--- src/rtl/cond_logic.sv ---
// ARM condition-code unit: holds the architectural NZCV flags, evaluates the
// instruction condition field against them, gates write enables and counts skips.
module cond_logic #(
  parameter int REG_OUT = 0,
  parameter int CNT_W   = 16
) (
  input  logic             clk,
  input  logic             reset,
  input  logic             valid_i,
  input  logic [3:0]       cond,
  input  logic [3:0]       alu_flags,
  input  logic [1:0]       flag_w,
  input  logic             pcs,
  input  logic             reg_w,
  input  logic             mem_w,
  input  logic             no_write,
  output logic             pc_src,
  output logic             reg_write,
  output logic             mem_write,
  output logic             cond_ex,
  output logic [3:0]       flags_o,
  output logic [CNT_W-1:0] skip_count
);

  localparam logic [CNT_W-1:0] CNT_ONE = {{(CNT_W-1){1'b0}}, 1'b1};

  logic [3:0]       flags_q, flags_d;
  logic [CNT_W-1:0] skip_q, skip_d;
  logic             flag_n, flag_z, flag_c, flag_v;
  logic             pass;
  logic             ex_c;
  // Packed as {cond_ex, pc_src, reg_write, mem_write}.
  logic [3:0]       en_d;

  assign flag_n = flags_q[3];
  assign flag_z = flags_q[2];
  assign flag_c = flags_q[1];
  assign flag_v = flags_q[0];

  // Evaluation always uses the stored flags, so an instruction that updates the
  // flags sees the values from before its own update.
  always_comb begin
    pass = 1'b1;
    case (cond)
      4'b0000: pass = flag_z;
      4'b0001: pass = ~flag_z;
      4'b0010: pass = flag_c;
      4'b0011: pass = ~flag_c;
      4'b0100: pass = flag_n;
      4'b0101: pass = ~flag_n;
      4'b0110: pass = flag_v;
      4'b0111: pass = ~flag_v;
      4'b1000: pass = flag_c & ~flag_z;
      4'b1001: pass = ~flag_c | flag_z;
      4'b1010: pass = (flag_n == flag_v);
      4'b1011: pass = (flag_n != flag_v);
      4'b1100: pass = ~flag_z & (flag_n == flag_v);
      4'b1101: pass = flag_z | (flag_n != flag_v);
      default: pass = 1'b1;
    endcase
  end

  always_comb begin
    ex_c = valid_i & pass;
    en_d = {ex_c, ex_c & pcs, ex_c & reg_w & ~no_write, ex_c & mem_w};
  end

  always_comb begin
    flags_d = flags_q;
    if (ex_c) begin
      if (flag_w[1]) flags_d[3:2] = alu_flags[3:2];
      if (flag_w[0]) flags_d[1:0] = alu_flags[1:0];
    end
  end

  always_comb begin
    skip_d = skip_q;
    if (valid_i && !pass && (skip_q != {CNT_W{1'b1}})) skip_d = skip_q + CNT_ONE;
  end

  always_ff @(posedge clk) begin
    if (reset) begin
      flags_q <= 4'b0000;
      skip_q  <= '0;
    end else begin
      flags_q <= flags_d;
      skip_q  <= skip_d;
    end
  end

  assign flags_o    = flags_q;
  assign skip_count = skip_q;

  generate
    if (REG_OUT != 0) begin : g_reg_out
      logic [3:0] en_q;
      always_ff @(posedge clk) begin
        if (reset) en_q <= 4'b0000;
        else       en_q <= en_d;
      end
      assign {cond_ex, pc_src, reg_write, mem_write} = en_q;
    end else begin : g_comb_out
      assign {cond_ex, pc_src, reg_write, mem_write} = en_d;
    end
  endgenerate

endmodule
--- config.mk ---
export PLATFORM = sky130hd
export DESIGN_NAME = cond_logic
export DESIGN_NICKNAME = d
export VERILOG_FILES = /design/src/rtl/cond_logic.sv
export SDC_FILE = /design/constraint.sdc
export NUM_CORES = 1
export LEC_CHECK = 0
export ABC_AREA = 1
export BUFFER_PORTS_ARGS = -buffer_cell sky130_fd_sc_hd__buf_4
export CAP_MARGIN = 20
export CORE_MARGIN = 3
export CORE_UTILIZATION = 47
export CTS_CLUSTER_DIAMETER = 30
export CTS_CLUSTER_SIZE = 40
export DETAILED_ROUTE_END_ITERATION = 10
export GPL_ROUTABILITY_DRIVEN = 0
export GPL_TIMING_DRIVEN = 0
export HOLD_SLACK_MARGIN = 0.08
export PLACE_DENSITY_LB_ADDON = 0.3
export SLEW_MARGIN = 20
export SYNTH_ARGS = -nofsm -noshare
export SYNTH_HDL_FRONTEND = slang
export SYNTH_SLANG_ARGS = --single-unit
--- constraint.sdc ---
create_clock -name clk -period 1.4 [get_ports clk]
set_input_delay 0.07 -clock clk [delete_from_list [all_inputs] [get_ports clk]]
set_output_delay 0.07 -clock clk [all_outputs]
set_load 0.01 [all_outputs]
==> results.toml <==
[outcome]
outcome = "finished with violations"
violations = "setup timing"

[timing]
whs_ns = 0.0789
clock_skew_ns = 0.00227
setup_viol = 24
relSlewSlack_pct = 67.3
rsz0062_at_grt = "yes"
slew_violations = 0
fin_setup_tns_ns = -3.81
timing.fmax_mhz = 589
finalCriticalPeriod_ns = 1.70
finalHoldViolations = 0
period_share_pct = 121
tightest_slew_ns = 0.491
layout_setup_ws_ns = -0.298

[route]
routed_via_density = 4.86
ant_nets = 0
drc = 0
routed_wl_um = 4110
via_count = 1782
wl_per_cell_um = 11.2
dr.pass1.iters = 4
drtIter0Drc = 82

[flow_run]
maxCapViolations = 0

[clock_network]
path_clk_slew_ns = 0.12
cts_buffers = 3
htree_levels = 1
clk_latency_ns = 0.31
clockBufferDepth = 2
cts-root-buf = "clkbuf_4"
cts.sinks = 20
cts_tree = "done"

[synthesis]
syn_nets = 280
seq_area_frac_synth_pct = 26.1
synth_top_area_cell = "dfxtp_1"
syn_area_um2 = 1530
netlist.area_leader.share_pct = 26.1
synth-seq-cells = 20
avgSynthCellArea_um2 = 5.85
synth_area_leaders = "dfxtp_1 (26%), nand2_1 (19%), nor2_1 (14%)"
yosysUniqueCellTypes = 21
yosys_warnings = 0
synth_cells = 262

[critical_path]
crit_required_ns = 1.33
critPathKind = "register to primary output"
timing.rr.start = "flags_o[1]"
cp_max_fo = 5
setup.worst_path.start = "flags_o[3]"
start_kind = "register"
end_kind = "primary output"
arrival_ns = 1.63

[die]
core_um2 = 3080
die_area_um2 = 3990
die_w_um = 63.1
std_cell_rows = 20
fp.dieH_um = 63.1
ios = 41
start_util_pct = 49.8

[global_routing]
globalRouteTotalUtil_pct = 21.6
grt_pass1_vias = 1687
overflow = 0
grt_max_degree = 12
grt_pass1_wl_um = 7090
antenna_found_initial = 0

[power]
ir_worst_vdd_mv = 0.667
p_seq_share_pct = 41.2
p_per_area_nw_per_um2 = 714
switchingPower_uw = 555
switching_share_pct = 34.5
p_int_uw = 1050
pwr-share-comb_pct = 37.0
leakage_uw = 0.00113
clkPwrFrac_pct = 21.8

[cells_and_area]
fill_cells = 252
nNetsFinal = 342
final_cell_count_no_fill = 367
drive_above_1_share_pct = 42.4
syn_to_final_growth_pct = 46.8
n_antenna_cell = 0

[place]
dp.final_hpwl_um = 2890
numPortBuffers = 38
pre_cts_ws_ns = -0.214
dp_cells = 344

[min_path]
min_from = "alu_flags[1]"
hold_path.class = "primary input to register"
## cells in the mapped netlist, drive strengths merged
master / n
a21oi: 2
buf: 4
clkbuf: 3
clkinv: 1
dfxtp: 20
ha: 1
inv: 42
nand2: 84
nand3: 24
nand4: 13
nor2: 58
nor3: 3
xor2: 7
## sequential cells by signal, indices dropped and copies added (netlist names)
| signal | count |
|---|---|
| flags_o | 4 |
| skip_count | 16 |
## logic make-up after synthesis
family	share of synthesized area (%)
and+or+nand+nor	54.6
buffers and inverters	13.5
DFF	26.1
xor gates and xnor gates	4.00
AOI/OAI and AO/OA	0.897
adders and majority gates	0.816
## timing repair
| action | in CTS | in global routing |
|---|---|---|
| hold endpoints to repair | 3 | 0 |
| pin swaps | 24 | 8 |
| gates cloned | 2 | 0 |
| buffers inserted | 15 | 0 |
| endpoints found under the setup margin | 24 | 24 |
| gates resized for setup | 51 | 8 |
| hold buffers | 2 | 0 |
## cell type report
class	instances	area (um^2)	area share, %
clock buffers	4	36.3	1.61
repair buffers	57	455	20.2
flip-flops and latches	20	435	19.3
multi-input cells	192	1050	46.8
plain buffers	7	50.0	2.22
well taps	44	55.1	2.44
inverters	43	166	7.39
## worst max-delay path, cell delays in order (launching register included)
cell and delay, ns:
dfxtp_4 0.41, inv_4 0.05, nand2_4 0.08, nand3_4 0.07, nand2_2 0.10, nand2_1 0.06
nor2_1 0.12, nand2_2 0.07, nand2_2 0.09, inv_2 0.04, nand2_2 0.06, nor2_2 0.03
buf_4 0.13
## cells in the final DEF, fill, tap and decap left out, drive strengths merged, types with 2 or more instances in the layout
master        n
nand2        84
buf          59
nor2         58
inv          42
nand3        24
dfxtp        20
nand4        13
xor2          7
clkbuf        7
nor3          3
dlygate4sd3   2
a21oi         2
## power groups by stage
| stage | Clock, uW | Combinational (uW) | Sequential (uW) |
|---|---|---|---|
| 2_1_floorplan | 0 | 288 | 678 |
| 3_3_place_gp | 0 | 450 | 669 |
| 3_5_place_dp | 0 | 461 | 670 |
| 4_1_cts | 350 | 586 | 660 |
| 5_1_grt | 383 | 653 | 670 |
| 6_report | 350 | 595 | 663 |
## metal layers
layer	part of all wire, %	global-route usage, %	vias to the layer above
li1	-	-	926
met1	44	26.6	803
met2	50	37.7	46
met3	4.6	2.85	7
met4	1.7	8.54	0
met5	0	0	-
## through the flow
step,power [uW],util (%),cell area [um^2]
2_1_floorplan,965,-,1580
3_3_place_gp,1120,62.4,1920
3_5_place_dp,1130,62.4,1920
4_1_cts,1600,72.7,2240
5_1_grt,1710,73.2,2250
6_report,1610,73.2,2250
## worst paths after layout
check,cells after the start,to,slack [ns]
worst min register to register,4,skip_count[6],0.55
worst max-delay path,12,reg_write,-0.30
worst max register to register,12,skip_count[3],-0.20
worst min-delay path,5,flags_o[1],0.08
Note: power is estimated with default switching activity, not from simulation.
